$ cat src/rtl/uart_rx_frontend.sv
// uart_rx_frontend: 16x-oversampling 8N1 serial receiver with idle timeout.
//
// Ports:
//   clk        system clock; every flop is clocked on the rising edge
//   reset_n    asynchronous active-low reset
//   rxd        raw serial line (idle high, asynchronous to clk)
//   rx_data    last correctly framed byte (LSB received first), held until next rx_done
//   rx_done    one-cycle strobe: new byte on rx_data
//   timeout    one-cycle strobe: line idle TIMEOUT_BITS bit-times after the last rx_done
//   frame_err  one-cycle strobe: stop bit sampled low
//   busy       high while the receive FSM is not idle
//
// Optional build macro RX_MAJORITY_EN: each bit decision takes a 2-of-3 majority of the
// samples at phases 6, 7 and 8, and the decision is made at phase 8 rather than phase 7.

module uart_rx_frontend #(
    parameter int unsigned CLK_FREQ     = 50_000_000,
    parameter int unsigned BAUD         = 115200,
    parameter int unsigned TIMEOUT_BITS = 32,
    parameter int unsigned SYNC_STAGES  = 2
) (
    input  logic       clk,
    input  logic       reset_n,
    input  logic       rxd,
    output logic [7:0] rx_data,
    output logic       rx_done,
    output logic       timeout,
    output logic       frame_err,
    output logic       busy
);

    // Rounded oversample divider, clamped to at least 1.
    localparam int unsigned DIV_RAW = (CLK_FREQ + 8 * BAUD) / (16 * BAUD);
    localparam int unsigned DIV     = (DIV_RAW < 1) ? 1 : DIV_RAW;
    localparam int unsigned DIV_W   = (DIV > 1) ? $clog2(DIV) : 1;
    localparam logic [DIV_W-1:0] DIV_MAX  = DIV_W'(DIV - 1);
    localparam logic [7:0]       TO_LIMIT = 8'(TIMEOUT_BITS - 1);

    typedef enum logic [2:0] {StIdle, StStart, StData, StStop, StBreak} state_e;

    state_e                 state_q, state_d;
    logic [SYNC_STAGES-1:0] sync_q;
    logic                   rs_prev_q;
    logic [DIV_W-1:0]       div_q, div_d;
    logic [3:0]             phase_q, phase_d;
    logic [2:0]             bit_idx_q, bit_idx_d;
    logic                   last_bit_q, last_bit_d;
    logic [7:0]             shift_q, shift_d;
    logic [7:0]             rx_data_q, rx_data_d;
    logic                   rx_done_q, rx_done_d;
    logic                   frame_err_q, frame_err_d;
    logic                   timeout_q, timeout_d;
    logic                   to_armed_q, to_armed_d;
    logic [3:0]             to_sub_q, to_sub_d;
    logic [7:0]             to_cnt_q, to_cnt_d;

    logic rs;
    logic start_edge;
    logic tick;
    logic sample_evt;
    logic sample_bit;

    assign rs         = sync_q[SYNC_STAGES-1];
    assign start_edge = (state_q == StIdle) && rs_prev_q && !rs;
    assign tick       = (div_q == DIV_MAX);

`ifdef RX_MAJORITY_EN
    logic [1:0] maj_q, maj_d;

    always_comb begin
        maj_d = maj_q;
        if (tick && (phase_q == 4'd6)) maj_d[0] = rs;
        if (tick && (phase_q == 4'd7)) maj_d[1] = rs;
    end

    // Third vote is the live sample at phase 8.
    assign sample_evt = tick && (phase_q == 4'd8);
    assign sample_bit = (maj_q[0] & maj_q[1]) | (maj_q[0] & rs) | (maj_q[1] & rs);

    always_ff @(posedge clk or negedge reset_n) begin
        if (!reset_n) begin
            maj_q <= 2'b11;
        end else begin
            maj_q <= maj_d;
        end
    end
`else
    assign sample_evt = tick && (phase_q == 4'd7);
    assign sample_bit = rs;
`endif

    // Divider and phase restart on the start edge so sampling lines up with the bit centre.
    always_comb begin
        div_d   = div_q + DIV_W'(1);
        phase_d = phase_q;
        if (tick) begin
            div_d   = '0;
            phase_d = phase_q + 4'd1;
        end
        if (start_edge) begin
            div_d   = '0;
            phase_d = '0;
        end
    end

    always_comb begin
        state_d     = state_q;
        bit_idx_d   = bit_idx_q;
        last_bit_d  = last_bit_q;
        shift_d     = shift_q;
        rx_data_d   = rx_data_q;
        rx_done_d   = 1'b0;
        frame_err_d = 1'b0;
        unique case (state_q)
            StIdle: begin
                if (start_edge) state_d = StStart;
            end
            StStart: begin
                if (sample_evt) begin
                    if (!sample_bit) begin
                        state_d    = StData;
                        bit_idx_d  = 3'd0;
                        last_bit_d = 1'b0;
                    end else begin
                        state_d = StIdle;
                    end
                end
            end
            StData: begin
                if (last_bit_q) begin
                    // All eight bits taken; move on at the bit boundary.
                    if (tick && (phase_q == 4'd15)) state_d = StStop;
                end else if (sample_evt) begin
                    shift_d   = {sample_bit, shift_q[7:1]};
                    bit_idx_d = bit_idx_q + 3'd1;
                    if (bit_idx_q == 3'd7) last_bit_d = 1'b1;
                end
            end
            StStop: begin
                if (sample_evt) begin
                    if (sample_bit) begin
                        rx_data_d = shift_q;
                        rx_done_d = 1'b1;
                        state_d   = StIdle;
                    end else begin
                        frame_err_d = 1'b1;
                        state_d     = StBreak;
                    end
                end
            end
            StBreak: begin
                if (rs) state_d = StIdle;
            end
            default: state_d = StIdle;
        endcase
    end

    // Idle timeout: counts whole bit-times (16 ticks) from the arming rx_done.
    always_comb begin
        to_armed_d = to_armed_q;
        to_sub_d   = to_sub_q;
        to_cnt_d   = to_cnt_q;
        timeout_d  = 1'b0;
        if (rx_done_d) begin
            to_armed_d = 1'b1;
            to_sub_d   = '0;
            to_cnt_d   = '0;
        end else if (frame_err_d) begin
            to_armed_d = 1'b0;
        end else if (start_edge) begin
            to_sub_d = '0;
            to_cnt_d = '0;
        end else if (to_armed_q && (state_q == StIdle) && tick) begin
            to_sub_d = to_sub_q + 4'd1;
            if (to_sub_q == 4'd15) begin
                if (to_cnt_q == TO_LIMIT) begin
                    timeout_d  = 1'b1;
                    to_armed_d = 1'b0;
                end else begin
                    to_cnt_d = to_cnt_q + 8'd1;
                end
            end
        end
    end

    always_ff @(posedge clk or negedge reset_n) begin
        if (!reset_n) begin
            sync_q      <= '1;
            rs_prev_q   <= 1'b1;
            state_q     <= StIdle;
            div_q       <= '0;
            phase_q     <= '0;
            bit_idx_q   <= '0;
            last_bit_q  <= 1'b0;
            shift_q     <= '0;
            rx_data_q   <= '0;
            rx_done_q   <= 1'b0;
            frame_err_q <= 1'b0;
            timeout_q   <= 1'b0;
            to_armed_q  <= 1'b0;
            to_sub_q    <= '0;
            to_cnt_q    <= '0;
        end else begin
            sync_q      <= {sync_q[SYNC_STAGES-2:0], rxd};
            rs_prev_q   <= rs;
            state_q     <= state_d;
            div_q       <= div_d;
            phase_q     <= phase_d;
            bit_idx_q   <= bit_idx_d;
            last_bit_q  <= last_bit_d;
            shift_q     <= shift_d;
            rx_data_q   <= rx_data_d;
            rx_done_q   <= rx_done_d;
            frame_err_q <= frame_err_d;
            timeout_q   <= timeout_d;
            to_armed_q  <= to_armed_d;
            to_sub_q    <= to_sub_d;
            to_cnt_q    <= to_cnt_d;
        end
    end

    assign rx_data   = rx_data_q;
    assign rx_done   = rx_done_q;
    assign frame_err = frame_err_q;
    assign timeout   = timeout_q;
    assign busy      = (state_q != StIdle);

endmodule

$ cat config.mk
export PLATFORM = sky130hd
export DESIGN_NAME = uart_rx_frontend
export DESIGN_NICKNAME = d
export VERILOG_FILES = /design/src/rtl/uart_rx_frontend.sv
export SDC_FILE = /design/constraint.sdc
export NUM_CORES = 1
export LEC_CHECK = 0
export BUFFER_PORTS_ARGS = -buffer_cell sky130_fd_sc_hd__buf_2
export CAP_MARGIN = 10
export CORE_MARGIN = 2
export CORE_UTILIZATION = 64
export DETAILED_ROUTE_END_ITERATION = 12
export PLACE_DENSITY = 0.84
export SYNTH_ARGS = -nofsm -noshare
export SYNTH_HDL_FRONTEND = slang
export SYNTH_SLANG_ARGS = --single-unit
$ cat constraint.sdc
create_clock -name clk -period 3.8 [get_ports clk]
set_clock_uncertainty 0.1 [all_clocks]
set_input_delay 0.19 -clock clk [delete_from_list [all_inputs] [get_ports clk]]
set_output_delay 0.19 -clock clk [all_outputs]
set_load 0.01 [all_outputs]
==> flow_summary.toml <==
[grt]
grt_pass1_vias = 1581
grt_overflow = 0
grt_pass1_wl_um = 7110
grtUsageTotal_pct = 22.6
grt_max_degree = 52
antenna_found_initial = 0

[clock_tree]
cts_resized = 0
postCtsSetupRepairBufs = 0
clk_latency_ps = 370
clock_path_buffers = 2
cts_made_buffers = 5
cts_hold_buf = 2
clock_sinks = 51
path_clk_slew_ps = 140
h-tree-depth = 2
cts-root-buf = "clkbuf_4"
cts_tree = "built"

[yosys]
synth-main-ff-cell = "dfrtp_1"
synth_area_leader_cell = "dfrtp_1"
syn-num-nets = 207
ys_seq_elements = 51
synth_compound_area_share_pct = 7.09
synth_area_per_cell_um2 = 11.6
syn_area_um2 = 2280
yosys-top-cells-area = "dfrtp_1 53%, mux2_2 8.4%, ha_1 3.8%, dfstp_2 3.5%, nor2_1 3.1%"
synth_xor_area_share_pct = 3.85
ys_warn_count = 0
synth_top_area_share_pct = 52.8
synthAdderAreaFrac_pct = 3.85
ys_top_cells_by_count = "48 x dfrtp_1, 19 x nor2_1, 17 x mux2_2"
synth_edf_count = 0
muxShareOfSynthArea_pct = 9.29
synth_top_family_by_area = "simple AND/OR/NAND/NOR gates"
synthSimpleGateAreaFrac_pct = 17.7
synth_cell_type_count = 37
postSynth.asyncResetShare_pct = 100
seq_area_frac_synth_pct = 56.2
synth.most_common_cell = "dfrtp_1"
netlist_instances = 197

[timing]
setup_slack_ps = 1180
setup_violations = 0
tightestPinTransition_ps = 599
fin_crit_ps = 2620
fin_crit_sh_pct = 68.9
max_slew_margin_pct = 60.0
hold_viol_final = 0
maxSlewViolCount = 0
rsz0062_at_grt = "no"
finalSetupTns_ps = 0
fmax_ghz = 0.382

[floorplan]
ios = 15
die_h_um = 63.6
start_util_pct = 67.7
placementRows = 21
die-area_um2 = 4050
die_x_um = 63.6
fp.coreArea_um2 = 3360

[final_layout]
fill_cells = 245
area_growth_pct = 9.35
fin_nets = 225
seq_area_um2 = 1280
drive_gt1_share_pct = 22.2
diodes = 0
multi_input_area_um2 = 951

[drt]
routedWlPerCell_um = 15.4
drtPass1Iterations = 4
ant_nets = 0
drt-initial-drc-count = 102
vias = 1556
wl_um = 4040
drc = 0
vias_per_cell = 5.94

[pwr]
powerDensity_nw_per_um2 = 404
p_sw_mw = 0.280
ir_drop_mv = 0.384
switching_share_pct = 27.8
power_frac_comb_pct = 12.0
p_int_mw = 0.726
pwr-share-seq_pct = 62.2
clock_power_share_pct = 25.7
p_leak_nw = 1.21

[worst_hold_path]
worstHoldPathType = "in2async"

[placed_design]
io_buffers = 14
dp_hpwl_um = 2910
dp_slack_ps = 1210
place_congestion = 0.796

[setup_path]
r2r_slack_ps = 1180
rr_worst_depth = 6
cpPeakStageDelay_ps = 590
start_kind = "flop"
reg2reg_from = "div_q[0]$_DFF_PN0_"
r2r-end = "to_sub_q[2]$_DFFE_PN0P_"
slowest_stage = "and4b_1"
path_cells = "inv_1 -> ha_1 -> and4b_1 -> and3_1 -> nand2b_1 -> nor2_1"
crit_type = "reg2reg"
worst-path-max-fanout = 17
crit_required_ps = 3950
endpoint_kind = "flop"
critPathArrivalTime_ps = 2770

[run_status]
status = "complete, no violations"

[flow_run]
cap_viol_max_count = 0
-- metal layers --
layer	routed length (um)	GRT usage, %	vias up
met5	0	0	-
met2	2160	38.9	30
met4	33	8.97	0
met1	1730	28.0	777
met3	121	4.29	5
li1	-	-	744
-- worst max-delay path: cells and delay by family (launching register included) --
kind          cells  cell delay (ps)
fa+ha+maj         1              170
buf+inv           1               80
simple gates      4             1710
flops             1              440
-- worst max path at each step --
stage / start / endpoint / slack, ps / cells past startpoint
3_5_place_dp: div_q[0]$_DFF_PN0_ / to_cnt_q[7]$_DFFE_PN0P_ / 1210 / 6
4_1_cts: div_q[0]$_DFF_PN0_ / to_sub_q[0]$_DFFE_PN0P_ / 1190 / 6
5_1_grt: div_q[0]$_DFF_PN0_ / to_sub_q[0]$_DFFE_PN0P_ / 960 / 6
6_report: div_q[0]$_DFF_PN0_ / to_sub_q[2]$_DFFE_PN0P_ / 1180 / 6
2_1_floorplan: div_q[0]$_DFF_PN0_ / shift_q[0]$_DFFE_PN0P_ / 1770 / 8
3_3_place_gp: div_q[0]$_DFF_PN0_ / to_cnt_q[0]$_DFFE_PN0P_ / 1360 / 6
-- through the flow --
stage	util [%]	hold slack, ps	power [mW]	instances	area [um^2]
floorplan	-	-206	0.707	197	2280
global placement	70.8	198	0.731	251	2380
detailed placement	70.8	201	0.752	251	2380
CTS	73.4	268	1.01	261	2470
global route	74.0	197	1.06	262	2490
finish	74.0	167	1.01	262	2490
-- power by group through the flow --
| stage | combinational (mW) | clock (mW) | sequential, mW |
|---|---|---|---|
| floorplan | 0.0863 | 0 | 0.620 |
| global placement | 0.103 | 0 | 0.628 |
| detailed placement | 0.118 | 0 | 0.635 |
| CTS | 0.120 | 0.265 | 0.624 |
| global route | 0.137 | 0.296 | 0.631 |
| finish | 0.121 | 0.259 | 0.626 |
-- sequential cells by signal, indices dropped and copies added, names as in the netlist, 2 cells and up --
register	count
state_q	3
phase_q	4
to_cnt_q	8
bit_idx_q	3
to_sub_q	4
shift_q	8
rx_data	8
sync_q	2
div_q	5
-- cell type report --
cell class | count | share of cell area, %
Clock buffer | 6 | 2.06
Inverter | 4 | 0.603
Tap cell | 46 | 2.31
Clock inverter | 2 | 0.654
Timing Repair Buffer | 18 | 4.73
Multi-Input combinational cell | 135 | 38.2
Sequential cell | 51 | 51.4
-- cells by family (layout without fill, tap and decap cells) --
kind of cell,Yosys count,in the layout
mux,19,19
xor+xnor,10,10
fa+ha+maj,7,7
compound gates,25,25
flops,51,51
simple gates,74,74
buf+inv,11,30
-- cell usage in the layout, fill, tap and decap left out, drive strengths merged, types with 4 or more instances in the layout --
cell    instances
ha              7
nand3          12
xor2            8
or3             4
dfrtp          48
clkbuf          6
o21ai           5
a21oi          10
nor2           19
and3            5
mux2           17
buf            16
nand2          14
inv             4
Power figures use the tool's default switching activity.
